File: config.mk
export PLATFORM = sky130hd
export DESIGN_NAME = serial_adder_flat
export DESIGN_NICKNAME = d
export VERILOG_FILES = /design/src/rtl/serial_adder_if.sv /design/src/rtl/serial_adder.sv /design/src/flat_wrapper.sv
export SDC_FILE = /design/constraint.sdc
export NUM_CORES = 1
export LEC_CHECK = 0
export ABC_AREA = 1
export CORE_MARGIN = 3
export CORE_UTILIZATION = 50
export DETAILED_ROUTE_END_ITERATION = 10
export GPL_TIMING_DRIVEN = 0
export PLACE_DENSITY = 0.78
export SLEW_MARGIN = 20
export SYNTH_ARGS = -nofsm -noshare
export SYNTH_HDL_FRONTEND = slang
export SYNTH_SLANG_ARGS = --single-unit
File: constraint.sdc
create_clock -name clk -period 1.75 [get_ports clk]
set_clock_uncertainty 0.15 [all_clocks]
set_input_delay 0.35 -clock clk [delete_from_list [all_inputs] [get_ports clk]]
set_output_delay 0.35 -clock clk [all_outputs]
set_load 0.03 [all_outputs]
File: src/rtl/serial_adder_if.sv
// Operand/result bundle for the bit-serial adder.
// Handshake: start is a request that is taken only on an edge where busy is low.
// There is no ready signal. Operands are captured on that edge. done pulses for
// one cycle when sum/cout/ovf update.
interface serial_adder_if #(parameter int WIDTH = 8);
  logic             start;
  logic [WIDTH-1:0] a;
  logic [WIDTH-1:0] b;
  logic             cin;
  logic             busy;
  logic             done;
  logic [WIDTH-1:0] sum;
  logic             cout;
  logic             ovf;

  modport master (output start, a, b, cin, input busy, done, sum, cout, ovf);
  modport slave  (input start, a, b, cin, output busy, done, sum, cout, ovf);
endinterface

File: src/rtl/serial_adder.sv
// Bit-serial ripple adder: one full-adder cell and a carry flop, LSB first.
// Produces {cout,sum} = a+b+cin plus signed overflow, with a one-cycle done pulse.
module serial_adder #(
  parameter int WIDTH = 8
) (
  input  logic               clk,
  input  logic               rst,
  serial_adder_if.slave      bus,
  output logic [0:0]         fsm_state
);
  localparam int CW = (WIDTH > 1) ? $clog2(WIDTH) : 1;

  typedef enum logic [0:0] {IDLE = 1'b0, SHIFT = 1'b1} state_t;

  state_t           state;
  logic [WIDTH-1:0] a_sr;
  logic [WIDTH-1:0] b_sr;
  logic [WIDTH-1:0] s_sr;
  logic             c;
  logic [CW-1:0]    cnt;
  logic             bit_s;
  logic             carry_nxt;

  assign bit_s     = a_sr[0] ^ b_sr[0] ^ c;
  assign carry_nxt = (a_sr[0] & b_sr[0]) | (a_sr[0] & c) | (b_sr[0] & c);
  assign fsm_state = state;

  always_ff @(posedge clk) begin
    if (rst) begin
      state    <= IDLE;
      a_sr     <= '0;
      b_sr     <= '0;
      s_sr     <= '0;
      c        <= 1'b0;
      cnt      <= '0;
      bus.busy <= 1'b0;
      bus.done <= 1'b0;
      bus.sum  <= '0;
      bus.cout <= 1'b0;
      bus.ovf  <= 1'b0;
    end else begin
      bus.done <= 1'b0;
      case (state)
        IDLE: begin
          if (bus.start) begin
            a_sr     <= bus.a;
            b_sr     <= bus.b;
            c        <= bus.cin;
            s_sr     <= '0;
            cnt      <= '0;
            bus.busy <= 1'b1;
            state    <= SHIFT;
          end
        end
        SHIFT: begin
          a_sr <= a_sr >> 1;
          b_sr <= b_sr >> 1;
          s_sr <= {bit_s, s_sr[WIDTH-1:1]};
          c    <= carry_nxt;
          cnt  <= cnt + CW'(1);
          // On the MSB, c still holds the carry into the MSB.
          if (cnt == CW'(WIDTH - 1)) begin
            bus.sum  <= {bit_s, s_sr[WIDTH-1:1]};
            bus.cout <= carry_nxt;
            bus.ovf  <= c ^ carry_nxt;
            bus.done <= 1'b1;
            bus.busy <= 1'b0;
            state    <= IDLE;
          end
        end
        default: state <= IDLE;
      endcase
    end
  end
endmodule

File: src/flat_wrapper.sv
// flat-port wrapper written by rule: the top's interface ports become plain ports
module serial_adder_flat 
#(
  parameter int WIDTH = 8
)
  (clk, rst, fsm_state, bus_start, bus_a, bus_b, bus_cin, bus_busy, bus_done, bus_sum, bus_cout, bus_ovf);
  serial_adder_if #(.WIDTH(WIDTH)) bus_i ();
  input  logic clk;
  input  logic rst;
  output logic [0:0] fsm_state;
  input wire logic [$bits(bus_i.start)-1:0] bus_start;
  input wire logic [$bits(bus_i.a)-1:0] bus_a;
  input wire logic [$bits(bus_i.b)-1:0] bus_b;
  input wire logic [$bits(bus_i.cin)-1:0] bus_cin;
  output wire logic [$bits(bus_i.busy)-1:0] bus_busy;
  output wire logic [$bits(bus_i.done)-1:0] bus_done;
  output wire logic [$bits(bus_i.sum)-1:0] bus_sum;
  output wire logic [$bits(bus_i.cout)-1:0] bus_cout;
  output wire logic [$bits(bus_i.ovf)-1:0] bus_ovf;
  assign bus_i.start = bus_start;
  assign bus_i.a = bus_a;
  assign bus_i.b = bus_b;
  assign bus_i.cin = bus_cin;
  assign bus_busy = bus_i.busy;
  assign bus_done = bus_i.done;
  assign bus_sum = bus_i.sum;
  assign bus_cout = bus_i.cout;
  assign bus_ovf = bus_i.ovf;
  serial_adder #(.WIDTH(WIDTH)) u_core (.clk(clk), .rst(rst), .bus(bus_i), .fsm_state(fsm_state));
endmodule
# Word level (Yosys, flattened, before mapping)
# Cells that the tools add are included.
# word_totals
regBits,41
output_inout_bits,13
input_bits,20
elab_cells,44
# classes
n_mux,17
n_addsub,1
n_reduce_logical,3
n_eq_ne,3
bitwise_logic,9
# ops
operator,n
$pmux W8 S2,3
$mux W8,3
$mux W1,6
$pmux W1 S2,3
$pmux W3 S2,1
$ne A2 B2 Y1 const B,2
$reduce_and A2 Y1,2
$add A3 B1 Y3 const B,1
$and A1 B1 Y1,3
$eq A3 B3 Y1 const B,1
$mux W3,1
$xor A1 B1 Y1,3
$or A1 B1 Y1,2
$reduce_or A2 Y1,1
$not A1 Y1,1

# Logic depth before layout (Yosys ltp)
# depth
word_depth,4
depth_mapped,7
mapped_depth_nobuf,6

# Worst setup path before layout
# OpenSTA, ideal clock, no wires.
# synth_timing
path_kind,register to register
startpoint,register u_core.state (netlist: u_core.fsm_state)
endpoint,register u_core.b_sr[3]
setup_time_ps,109
path_stages_with_launch,8
arrival_time_ps,1130
slack_ps,361
period_less_slack_ps,1389
cell_sequence,dfxtp_1 buf_6 inv_2 buf_4 nand3_1 nand3_1 nand2_1 inv_1
# synth_via
elab_chain_cells,2
elab_cells_between_ends,3
# synth_rtl
item,line,source
from (decl),serial_adder.sv:15,state_t state;
from (signal assigned),serial_adder.sv:30,state <= IDLE;
from (signal assigned),serial_adder.sv:52,state <= SHIFT;
from (signal assigned),serial_adder.sv:68,state <= IDLE;
$not A1 Y1,serial_adder.sv:43,case (state)
$pmux W8 S2 or $ne A2 B2 Y1 (tied branches),n/a,
to (signal assigned),serial_adder.sv:47,b_sr <= bus.b;
to (signal assigned),serial_adder.sv:57,b_sr <= b_sr >> 1;
to (decl),serial_adder.sv:17,logic [WIDTH-1:0] b_sr;
# Parallel ways exist; a longest one is shown, timed or not.
# A chain may end at the register's enable or synchronous reset.

# Final worst setup path
# layout_timing
startpoint,register u_core.bus.sum[3]
endpoint,output bus_sum[3]
# layout_rtl
item,line,source
from (decl),serial_adder_if.sv:17,"modport slave (input start, a, b, cin, output busy, done, sum, cout, ovf);"
from (signal assigned),serial_adder.sv:63,"bus.sum <= {bit_s, s_sr[WIDTH-1:1]};"
to (decl),flat_wrapper.sv:17,output wire logic [$bits(bus_i.sum)-1:0] bus_sum;
# No word-level cell between the ends.

==> out/summary.txt <==
Worst path max stage delay - 0.39 ns
Warning count from the yosys run - 0
Post-CTS Resized - 13
Leak - 1.02 nW
# Max-Cap Violations - 0
Post-DR vias/cell - 4.85
Hold_buf cts - 0
Critical R2R Launch - u_core.cnt[0]
CP Buf/Inv Count - 1
Total core area - 0.00313 sq mm
Worst Hold Depth - 2
Maximum VDD drop - 0.435 mV
CTS HTree Levels - 2
GRT Total Usage - 18.1%
Crit. Startpoint - u_core.bus.sum[3]
Finished Layout Cells - 306
TritonCTS clock tree - built
Post-Syn Area - 0.00168 sq mm
Reg-to-reg endpoint - u_core.bus.cout
Vias in the first global route - 1295
Hold Path Class - in -> reg
Routed wire length - 3240 um
Sink Count - 40
Setup Crit Path Kind - reg -> out
Area grow syn2layout - 24.9%
CP arrival - 1.11 ns
Clk_lat worst skew - 0.36 ns
Io pins - 33
Unique masters post-synth - 20
Critical path destination - bus_sum[3]
Total power - 0.00177 W
# fillers - 284
Routed Antenna Nets - 0
Post-CTS Setup Bufs - 0
Delay-heaviest family, CP - buffers and inverters
Crit-path cells - dlygate4sd2_1
Hold slack - 0.0404 ns
RSZ-0062 raised after global routing - false
Critical Path Source Type - flop
WP data required - 1.25 ns
WL per Instance - 10.6 um
F_max - 621 MHz
Synth Register Bits - 40
Initial antenna violation count - 0
Row count - 20
Period Utilization, post-route - 92.0%
Worst Reg2Reg Path Length in Cells - 6
Sum Neg Setup Slack - 0 ns
Syn Area/Cell - 7.51 sq um
Final GP Congestion - 0.787
Layout Utilization - 67.2%
Layout cell share with drive strength beyond 1 - 9.54%
CTS Buf Count - 5
Syn Inst Count - 224
Die outline height - 64.0 um
Setup violations, final - 0
Max clock buf depth - 2
Syn nets - 248
Dpl hpwl - 2370 um
Sequential area share after synthesis - 47.6%
Initial drt markers - 38
Slew Viols, Final - 0
Root buffer selected by CTS - clkbuf_4
DRC - 0
Crit Path Max Fanout - 2
Initial core utilization - 53.8%
Run status - completed
DIE AREA - 0.00410 sq mm
R2R Setup Slk - 0.34 ns
Clock slew at reported path FFs - 0.13 ns
Port buffer count - 30
PD cells - 842 mW/mm^2
Slew headroom - 71.2%
Commonest non-fill, non-tap cell in the layout - nand2_1
Width of the chip - 64.0 um
Via count - 1485
First-pass GRT wire length - 5710 um
Slowest CP cell - dlygate4sd2_1
Critical Path Sink Type - output port
Worst slew pin tran - 0.431 ns
First-pass DRT Iterations - 4
Nets@finish - 285
Critical Path Stages - 1
Antenna Cells - 0
Clock period minus final worst setup slack - 1.61 ns
Largest net degree at the start of global routing - 14
Overflow after GRT - 0
Placed Instances - 298
Commonest non-fill, non-tap cells in the layout - nand2_1 (77), dfxtp_1 (40), nand3_1 (36)
Hold Vio Cnt, Final - 0
worst min path at each step:
stage | start | endpoint
2_1_floorplan | u_core.cnt[0] | u_core.cnt[0]
3_3_place_gp | u_core.bus.sum[7] | u_core.bus.sum[7]
3_5_place_dp | u_core.bus.sum[4] | u_core.bus.sum[4]
4_1_cts | rst | u_core.bus.sum[7]
5_1_grt | rst | u_core.bus.sum[7]
6_report | rst | u_core.bus.sum[7]
sequential cells by signal, indices dropped and copies added (netlist names):
register / flops
u_core.cnt: 3
u_core.bus.cout: 1
u_core.b_sr: 8
u_core.c: 1
u_core.bus.busy: 1
u_core.bus.sum: 8
u_core.bus.done: 1
u_core.fsm_state: 1
u_core.s_sr: 7
u_core.a_sr: 8
u_core.bus.ovf: 1
report_power, final:
part	leakage [nW]	internal, W	switching [W]	total, W
clock network	0.0412	0.000298	0.000307	0.000604
registers	0.326	0.000941	0.0000170	0.000958
logic	0.649	0.0000958	0.000110	0.000205
total	1.02	0.00133	0.000433	0.00177
logic make-up after synthesis:
family / share of synthesized area [%]
buffers and inverters: 10.5
and+or+nand+nor: 31.1
xor gates and xnor gates: 0.521
adders and majority gates: 3.42
DFF: 47.6
AOI/OAI and AO/OA: 6.85
Yosys cell counts:
cell type / count / area share (%)
o21ai_1: 2 / 0.60
nand2_2: 1 / 0.37
xnor2_1: 1 / 0.52
ha_1: 3 / 2.2
nand3_1: 36 / 11
o21ai_0: 6 / 1.8
buf_2: 3 / 0.89
buf_4: 6 / 2.7
inv_2: 3 / 0.67
clkinv_1: 1 / 0.22
nor2_8: 1 / 1.2
buf_6: 3 / 2.0
nand2_1: 77 / 17
a21oi_1: 15 / 4.5
dfxtp_1: 40 / 48
nor3_1: 1 / 0.30
inv_1: 17 / 3.8
clkbuf_1: 1 / 0.22
nor2_1: 6 / 1.3
fa_1: 1 / 1.2
area by class of cell:
type	instances	area (sq um)	area share, %
inverter	21	78.8	3.75
timing repair buffer	30	284	13.5
clock buffer	5	37.5	1.79
sequential	40	801	38.1
buffer	13	97.6	4.65
clock inverter	3	42.5	2.03
multi-input combinational	150	704	33.5
tap	44	55.1	2.62
metrics by stage:
step                worst slack [ns]  instance area (sq um)
floorplan                      0.361                   1680
global placement               0.261                   2040
finish                         0.141                   2100
global route                  0.0754                   2100
CTS                            0.123                   2100
detailed placement             0.257                   2040
routing by layer:
| layer | part of all wire (%) | global-route usage, % | vias to the layer above | wire, um |
|---|---|---|---|---|
| li1 | - | - | 782 | - |
| met3 | 5.7 | 6.33 | 7 | 185 |
| met4 | 1.8 | 8.09 | 0 | 57 |
| met1 | 47 | 21.7 | 664 | 1520 |
| met2 | 45 | 29.2 | 32 | 1470 |
| met5 | 0 | 0 | - | 0 |
Note: power is estimated with default switching activity, not from simulation.
